==> src/rtl/rf_port_master_pkg.sv <==
// Op and FSM encodings for the register-file port master.
// RF_PORT_MASTER_FULLWORD_EN adds the PREP2/WR2 full-word states.
package rf_port_master_pkg;

  typedef enum logic [1:0] {
    OP_READ    = 2'b00,
    OP_WR_LO   = 2'b01,
    OP_WR_HI   = 2'b10,
    OP_WR_FULL = 2'b11
  } op_e;

`ifdef RF_PORT_MASTER_FULLWORD_EN
  typedef enum logic [2:0] {
    S_IDLE  = 3'd0,
    S_RD    = 3'd1,
    S_RSP   = 3'd2,
    S_PREP  = 3'd3,
    S_WR    = 3'd4,
    S_PREP2 = 3'd5,
    S_WR2   = 3'd6
  } state_e;
`else
  typedef enum logic [2:0] {
    S_IDLE = 3'd0,
    S_RD   = 3'd1,
    S_RSP  = 3'd2,
    S_PREP = 3'd3,
    S_WR   = 3'd4
  } state_e;
`endif

endpackage

==> src/rtl/rf_port_master_if.sv <==
// Request/response handshake and register-file bus of rf_port_master.
// Shared by all builds; RF_PORT_MASTER_FULLWORD_EN does not change it.
interface rf_port_master_if
  import rf_port_master_pkg::*;
#(
  parameter int DW = 32,
  parameter int AW = 4
);

  logic          req_valid;
  logic          req_ready;
  op_e           req_op;
  logic [AW-1:0] req_ra;
  logic [AW-1:0] req_rb;
  logic [AW-1:0] req_wa;
  logic [DW-1:0] req_wdata;

  logic          rsp_valid;
  logic          rsp_ready;
  logic [DW-1:0] rsp_data1;
  logic [DW-1:0] rsp_data2;
  logic          wr_done;
  logic          err;

  logic [AW-1:0] rf_reg_port1;
  logic [AW-1:0] rf_reg_port2;
  logic [AW-1:0] rf_write_reg;
  logic [DW-1:0] rf_data_in;
  logic          rf_we;
  logic          rf_hl;
  logic [DW-1:0] rf_reg_out1;
  logic [DW-1:0] rf_reg_out2;

  modport master (
    input  req_valid, req_op, req_ra, req_rb,
    input  req_wa, req_wdata, rsp_ready,
    input  rf_reg_out1, rf_reg_out2,
    output req_ready, rsp_valid,
    output rsp_data1, rsp_data2,
    output wr_done, err,
    output rf_reg_port1, rf_reg_port2,
    output rf_write_reg, rf_data_in,
    output rf_we, rf_hl
  );

  modport slave (
    output req_valid, req_op, req_ra, req_rb,
    output req_wa, req_wdata, rsp_ready,
    output rf_reg_out1, rf_reg_out2,
    input  req_ready, rsp_valid,
    input  rsp_data1, rsp_data2,
    input  wr_done, err,
    input  rf_reg_port1, rf_reg_port2,
    input  rf_write_reg, rf_data_in,
    input  rf_we, rf_hl
  );

endinterface

==> src/rtl/rf_port_master.sv <==
// Sequences reads and half/full-word writes onto a merging register file.
// RF_PORT_MASTER_FULLWORD_EN enables WR_FULL; otherwise WR_FULL raises err.
module rf_port_master
  import rf_port_master_pkg::*;
#(
  parameter int DW = 32,
  parameter int AW = 4
) (
  input logic              clk,
  input logic              reset,
  rf_port_master_if.master bus
);

  state_e state, next;
  op_e    op_q;

  logic accept, done_n, err_n, hl_n, we_n;

  logic          ready_q, rsp_valid_q;
  logic          wr_done_q, err_q;
  logic          we_q, hl_q;
  logic [DW-1:0] d1_q, d2_q, wdata_q;
  logic [AW-1:0] p1_q, p2_q, wa_q;

  assign accept = (state == S_IDLE) && bus.req_valid;

  always_ff @(posedge clk or posedge reset) begin
    if (reset) state <= S_IDLE;
    else       state <= next;
  end

  always_comb begin
    next   = state;
    done_n = 1'b0;
    err_n  = 1'b0;
    hl_n   = hl_q;
    unique case (state)
      S_IDLE: begin
        if (accept) begin
          unique case (1'b1)
            bus.req_op == OP_READ:  next = S_RD;
            bus.req_op == OP_WR_LO: next = S_PREP;
            bus.req_op == OP_WR_HI: next = S_PREP;
`ifdef RF_PORT_MASTER_FULLWORD_EN
            bus.req_op == OP_WR_FULL: next = S_PREP;
`else
            bus.req_op == OP_WR_FULL: err_n = 1'b1;
`endif
            default: ;
          endcase
        end
      end
      S_RD: next = S_RSP;
      S_RSP: begin
        if (rsp_valid_q && bus.rsp_ready)
          next = S_IDLE;
      end
      S_PREP: begin
        next = S_WR;
        hl_n = (op_q != OP_WR_LO);
      end
      S_WR: begin
`ifdef RF_PORT_MASTER_FULLWORD_EN
        if (op_q == OP_WR_FULL) begin
          next = S_PREP2;
        end else begin
          next   = S_IDLE;
          done_n = 1'b1;
        end
`else
        next   = S_IDLE;
        done_n = 1'b1;
`endif
      end
`ifdef RF_PORT_MASTER_FULLWORD_EN
      S_PREP2: begin
        next = S_WR2;
        hl_n = 1'b0;
      end
      S_WR2: begin
        next   = S_IDLE;
        done_n = 1'b1;
      end
`endif
      default: next = S_IDLE;
    endcase
  end

`ifdef RF_PORT_MASTER_FULLWORD_EN
  assign we_n = (next == S_WR) || (next == S_WR2);
`else
  assign we_n = (next == S_WR);
`endif

  // Index/data registers load at acceptance so the RF sees
  // them during the capture cycle that follows.
  always_ff @(posedge clk or posedge reset) begin
    if (reset) begin
      op_q        <= OP_READ;
      ready_q     <= 1'b1;
      rsp_valid_q <= 1'b0;
      wr_done_q   <= 1'b0;
      err_q       <= 1'b0;
      we_q        <= 1'b0;
      hl_q        <= 1'b0;
      d1_q        <= '0;
      d2_q        <= '0;
      wdata_q     <= '0;
      p1_q        <= '0;
      p2_q        <= '0;
      wa_q        <= '0;
    end else begin
      ready_q   <= (next == S_IDLE);
      wr_done_q <= done_n;
      err_q     <= err_n;
      we_q      <= we_n;
      hl_q      <= hl_n;
      if (accept) begin
        op_q <= bus.req_op;
        if (bus.req_op == OP_READ) begin
          p1_q <= bus.req_ra;
          p2_q <= bus.req_rb;
        end
        if (next == S_PREP) begin
          wa_q    <= bus.req_wa;
          wdata_q <= bus.req_wdata;
        end
      end
      // RF data is valid one cycle into RSP; latch it then.
      if (state == S_RSP && !rsp_valid_q) begin
        rsp_valid_q <= 1'b1;
        d1_q        <= bus.rf_reg_out1;
        d2_q        <= bus.rf_reg_out2;
      end else if (rsp_valid_q && bus.rsp_ready) begin
        rsp_valid_q <= 1'b0;
      end
    end
  end

  assign bus.req_ready    = ready_q;
  assign bus.rsp_valid    = rsp_valid_q;
  assign bus.rsp_data1    = d1_q;
  assign bus.rsp_data2    = d2_q;
  assign bus.wr_done      = wr_done_q;
  assign bus.err          = err_q;
  assign bus.rf_reg_port1 = p1_q;
  assign bus.rf_reg_port2 = p2_q;
  assign bus.rf_write_reg = wa_q;
  assign bus.rf_data_in   = wdata_q;
  assign bus.rf_we        = we_q;
  assign bus.rf_hl        = hl_q;

endmodule

==> src/flat_wrapper.sv <==
// flat-port wrapper written by rule: the top's interface ports become plain ports
module rf_port_master_flat import rf_port_master_pkg::*;
#(
  parameter int DW = 32,
  parameter int AW = 4
)
  (clk, reset, bus_req_valid, bus_req_op, bus_req_ra, bus_req_rb, bus_req_wa, bus_req_wdata, bus_rsp_ready, bus_rf_reg_out1, bus_rf_reg_out2, bus_req_ready, bus_rsp_valid, bus_rsp_data1, bus_rsp_data2, bus_wr_done, bus_err, bus_rf_reg_port1, bus_rf_reg_port2, bus_rf_write_reg, bus_rf_data_in, bus_rf_we, bus_rf_hl);
  rf_port_master_if #(.DW(DW), .AW(AW)) bus_i ();
  input logic clk;
  input logic reset;
  input wire logic [$bits(bus_i.req_valid)-1:0] bus_req_valid;
  input wire logic [$bits(bus_i.req_op)-1:0] bus_req_op;
  input wire logic [$bits(bus_i.req_ra)-1:0] bus_req_ra;
  input wire logic [$bits(bus_i.req_rb)-1:0] bus_req_rb;
  input wire logic [$bits(bus_i.req_wa)-1:0] bus_req_wa;
  input wire logic [$bits(bus_i.req_wdata)-1:0] bus_req_wdata;
  input wire logic [$bits(bus_i.rsp_ready)-1:0] bus_rsp_ready;
  input wire logic [$bits(bus_i.rf_reg_out1)-1:0] bus_rf_reg_out1;
  input wire logic [$bits(bus_i.rf_reg_out2)-1:0] bus_rf_reg_out2;
  output wire logic [$bits(bus_i.req_ready)-1:0] bus_req_ready;
  output wire logic [$bits(bus_i.rsp_valid)-1:0] bus_rsp_valid;
  output wire logic [$bits(bus_i.rsp_data1)-1:0] bus_rsp_data1;
  output wire logic [$bits(bus_i.rsp_data2)-1:0] bus_rsp_data2;
  output wire logic [$bits(bus_i.wr_done)-1:0] bus_wr_done;
  output wire logic [$bits(bus_i.err)-1:0] bus_err;
  output wire logic [$bits(bus_i.rf_reg_port1)-1:0] bus_rf_reg_port1;
  output wire logic [$bits(bus_i.rf_reg_port2)-1:0] bus_rf_reg_port2;
  output wire logic [$bits(bus_i.rf_write_reg)-1:0] bus_rf_write_reg;
  output wire logic [$bits(bus_i.rf_data_in)-1:0] bus_rf_data_in;
  output wire logic [$bits(bus_i.rf_we)-1:0] bus_rf_we;
  output wire logic [$bits(bus_i.rf_hl)-1:0] bus_rf_hl;
  assign bus_i.req_valid = bus_req_valid;
  assign bus_i.req_op = bus_req_op;
  assign bus_i.req_ra = bus_req_ra;
  assign bus_i.req_rb = bus_req_rb;
  assign bus_i.req_wa = bus_req_wa;
  assign bus_i.req_wdata = bus_req_wdata;
  assign bus_i.rsp_ready = bus_rsp_ready;
  assign bus_i.rf_reg_out1 = bus_rf_reg_out1;
  assign bus_i.rf_reg_out2 = bus_rf_reg_out2;
  assign bus_req_ready = bus_i.req_ready;
  assign bus_rsp_valid = bus_i.rsp_valid;
  assign bus_rsp_data1 = bus_i.rsp_data1;
  assign bus_rsp_data2 = bus_i.rsp_data2;
  assign bus_wr_done = bus_i.wr_done;
  assign bus_err = bus_i.err;
  assign bus_rf_reg_port1 = bus_i.rf_reg_port1;
  assign bus_rf_reg_port2 = bus_i.rf_reg_port2;
  assign bus_rf_write_reg = bus_i.rf_write_reg;
  assign bus_rf_data_in = bus_i.rf_data_in;
  assign bus_rf_we = bus_i.rf_we;
  assign bus_rf_hl = bus_i.rf_hl;
  rf_port_master #(.DW(DW), .AW(AW)) u_core (.clk(clk), .reset(reset), .bus(bus_i));
endmodule
==> config.mk <==
export PLATFORM = sky130hd
export DESIGN_NAME = rf_port_master_flat
export DESIGN_NICKNAME = d
export VERILOG_FILES = /design/src/rtl/rf_port_master_pkg.sv /design/src/rtl/rf_port_master_if.sv /design/src/rtl/rf_port_master.sv /design/src/flat_wrapper.sv
export SDC_FILE = /design/constraint.sdc
export NUM_CORES = 1
export LEC_CHECK = 0
export CAP_MARGIN = 25
export CORE_ASPECT_RATIO = 0.5
export CORE_UTILIZATION = 35
export CTS_BUF_LIST = sky130_fd_sc_hd__clkbuf_2 sky130_fd_sc_hd__clkbuf_4 sky130_fd_sc_hd__clkbuf_8
export DETAILED_ROUTE_END_ITERATION = 8
export DONT_BUFFER_PORTS = 1
export PLACE_DENSITY_LB_ADDON = 0.12
export SYNTH_ARGS = -nofsm -noshare
export SYNTH_HDL_FRONTEND = slang
export SYNTH_SLANG_ARGS = --single-unit
==> constraint.sdc <==
create_clock -name clk -period 5.58 [get_ports clk]
set_input_delay 1.116 -clock clk [delete_from_list [all_inputs] [get_ports clk]]
set_output_delay 1.116 -clock clk [all_outputs]
set_load 0.005 [all_outputs]
==> implementation parameters <==
Parameter                              Value

Status
  Outcome ... completed

Power
  Static Leakage ... 2.31 nW
  Pwr Total ... 3.13 mW
  Worst ir drop on vdd ... 0.000225 V
  Power per Cell Area ... 613 mW/mm²

Detailed routing
  Routed length per placed instance ... 18.8 µm
  Post-route DRC violation count ... 0
  Router iterations before antenna repair ... 4
  Detail Route Antenna Nets ... 0
  Routed vias/inst ... 4.78
  Initial detailed-routing violation count ... 60
  Total detailed-routing wirelength ... 8.59 mm
  Via total after detailed routing ... 2185

GRT
  Global-route congestion overflow total ... 0
  Total global routing track utilization ... 13.2%
  Antenna violations before repair ... 0
  Pin count of the biggest net entering global routing ... 75
  Vias in the first global route ... 2354
  First-pass GRT wire length ... 13.5 mm

Critical path
  Critical path's top delay family ... buffers and inverters
  CP Capture Type ... register
  Combined buffer and inverter count along the critical path ... 2
  Worst Path Max Fanout ... 37
  Max stage delay cell, worst path ... sky130_fd_sc_hd__buf_4
  Cells along the critical path ... inv_1 > ha_1 > nand3b_1 > buf_4 > mux2_2
  Data required time at the worst endpoint ... 5.87 ns
  Critical path data arrival time ... 2.43 ns
  Sort of element at the start of the critical path ... input pin
  Delay of the slowest cell on the worst path ... 0.50 ns
  CP Class ... input pin to register

Synthesis
  Post-Syn Area ... 0.00459 mm²
  FF+latch count, synth ... 119
  Sequential share of the synthesized area ... 64.9%
  Leading post-synthesis cells by cell area ... sky130_fd_sc_hd__dfrtp_1, sky130_fd_sc_hd__mux2_2, sky130_fd_sc_hd__mux2_4, sky130_fd_sc_hd__buf_2, sky130_fd_sc_hd__buf_6
  Syn nets ... 384
  Area share of the leading cell type in the synthesized netlist ... 64.3%
  Most area-hungry cell type in the Yosys netlist ... sky130_fd_sc_hd__dfrtp_1
  Number of different library cells in the post-synthesis netlist ... 24
  Number of instances in the synthesized netlist ... 268
  Synth Area per Inst ... 17.1 µm²
  Synthesis warning total ... 0

Clocking
  Maximum root-to-sink buffer count ... 2
  CTS H-tree depth ... 4
  Clk Latency, worst-skew pair ... 0.41 ns
  Clock transition time at the flip-flop clock pins of the worst setup and hold paths ... 0.07 ns
  Clock tree root buffer cell ... sky130_fd_sc_hd__clkbuf_8
  # resized after CTS ... 0
  Count of buffers added by post-CTS timing repair for setup ... 0
  TritonCTS buffer count ... 17
  CTS tree ... done
  Hold buffer count at cts ... 0
  Clock Sink Count ... 119

Layout
  Antenna Diode Count ... 0
  Fraction of layout cells with a size suffix above 1 ... 49.8%
  Post-layout nets ... 395
  Area growth from synthesis to layout ... 11.3%
  Most common cell after layout, fill and taps aside ... sky130_fd_sc_hd__dfrtp_1
  Commonest cells after routing, fill and taps aside ... sky130_fd_sc_hd__dfrtp_1, sky130_fd_sc_hd__mux2_2, sky130_fd_sc_hd__mux2_4, sky130_fd_sc_hd__clkbuf_8

Timing
  Final number of max-transition violations ... 0
  Final TNS setup ... 0 ns
  Final-report hold violation count ... 0
  Final cycle utilization of the critical path ... 38.4%
  Normalized max-slew margin ... 41.5%
  Number of setup violations in the final report ... 0
  Worst slew pin tran ... 0.878 ns
  Fin Clk Skew ... 0.00751 ns
  Time the final worst path needs with I/O delays and setup ... 2.14 ns
  Fmax ... 467 MHz
  Worst hold slack ... 0.489 ns
  Setup repair after global routing missed its margin ... no

Floorplanning
  Starting utilization of the core area ... 36.1%
  Area of the placeable core ... 0.0127 mm²
  DIE HEIGHT ... 83.0 µm
  Die area ... 0.0136 mm²
  Number of top-level pins ... 228
  Die boundary width ... 164 µm
  Number of rows created at floorplan ... 29

Run
  Max-cap viol count ... 0

Placed design
  Number of I/O port buffers ... 0
  Placer Congestion ... 0.692
  Placed wire-length estimate after detailed placement ... 6.16 mm

Worst hold path
  Hold Crit Class ... register to register
## logic make-up after synthesis
logic type	count (synthesis)	synth area share [%]
buffers and inverters	16	2.07
AOI/OAI and AO/OA	7	0.954
adders and majority gates	2	0.545
muxes	108	28.9
and+or+nand+nor	16	2.70
DFF	119	64.9
## worst register-to-register path: stages (launching register included)
cell and delay [ns]:
sky130_fd_sc_hd__dfrtp_1 0.49, sky130_fd_sc_hd__nor4b_4 0.30, sky130_fd_sc_hd__buf_4 0.64, sky130_fd_sc_hd__mux2_2 0.48
## through the flow
step           setup slack [ns]  std cells  cell area [µm²]  util [%]
3_3_place_gp               3.03        430             4760      37.4
5_1_grt                    3.39        457             5110      40.1
4_1_cts                    3.43        457             5110      40.1
6_report                   3.44        457             5110      40.1
3_5_place_dp               2.98        430             4760      37.4
2_1_floorplan              1.31        268             4590         -
## layout make-up
cell class | instances | area (µm²)
multi-input cells | 133 | 1530
flip-flops and latches | 119 | 2980
inverters | 5 | 21.3
clock inverters | 5 | 50.0
well taps | 170 | 213
repair buffers | 3 | 22.5
fillers | 1149 | 7630
clock buffers | 22 | 297
## metal layers
layer / track usage [%] / vias to the layer above / routed length (µm)
met5: 0 / - / 0
met4: 4.80 / 0 / 78
met3: 6.24 / 10 / 826
met2: 22.6 / 109 / 4430
met1: 14.2 / 1102 / 3260
li1: - / 964 / -
## cell usage after synthesis
cell / number
sky130_fd_sc_hd__dfrtp_1: 118
sky130_fd_sc_hd__mux2_2: 79
sky130_fd_sc_hd__mux2_4: 29
sky130_fd_sc_hd__buf_2: 7
sky130_fd_sc_hd__inv_1: 5
sky130_fd_sc_hd__nand2_1: 4
sky130_fd_sc_hd__buf_6: 3
sky130_fd_sc_hd__a31oi_1: 2
sky130_fd_sc_hd__and3b_1: 2
sky130_fd_sc_hd__ha_1: 2
sky130_fd_sc_hd__nand3b_1: 2
sky130_fd_sc_hd__nor2_1: 2
sky130_fd_sc_hd__o21ai_0: 2
sky130_fd_sc_hd__a21o_1: 1
sky130_fd_sc_hd__a21oi_1: 1
sky130_fd_sc_hd__and2_1: 1
sky130_fd_sc_hd__buf_4: 1
sky130_fd_sc_hd__dfstp_2: 1
sky130_fd_sc_hd__nand2b_1: 1
sky130_fd_sc_hd__nor3b_1: 1
sky130_fd_sc_hd__nor4b_2: 1
sky130_fd_sc_hd__nor4b_4: 1
sky130_fd_sc_hd__o22a_1: 1
sky130_fd_sc_hd__or4b_2: 1
## report_power, final
group / total, mW / leakage (nW) / switching, mW / internal, mW
Clock: 0.698 / 0.185 / 0.309 / 0.389
Sequential: 1.66 / 1.42 / 0.355 / 1.30
Combinational: 0.773 / 0.704 / 0.254 / 0.519
Total: 3.13 / 2.31 / 0.918 / 2.21
## final timing paths
path,start,end,slack [ns],depth (start not counted)
setup / recovery,bus_req_op[0],u_core.bus.rf_data_in[28]$_DFFE_PP0P_,3.44,5
hold / removal,u_core.op_q[0]$_DFFE_PP0N_,u_core.bus.rf_hl$_DFFE_PP0N_,0.49,1
setup reg to reg,u_core.state[2]$_DFF_PP0_,u_core.bus.rsp_data2[9]$_DFFE_PP0P_,3.55,3
hold reg to reg,u_core.op_q[0]$_DFFE_PP0N_,u_core.bus.rf_hl$_DFFE_PP0N_,0.49,1
max in group asynchronous,reset,u_core.bus.rf_data_in[15]$_DFFE_PP0P_,3.68,2
min in group asynchronous,reset,u_core.bus.rsp_data1[25]$_DFFE_PP0P_,0.77,1
No activity file was read; power rests on OpenSTA's default activity.
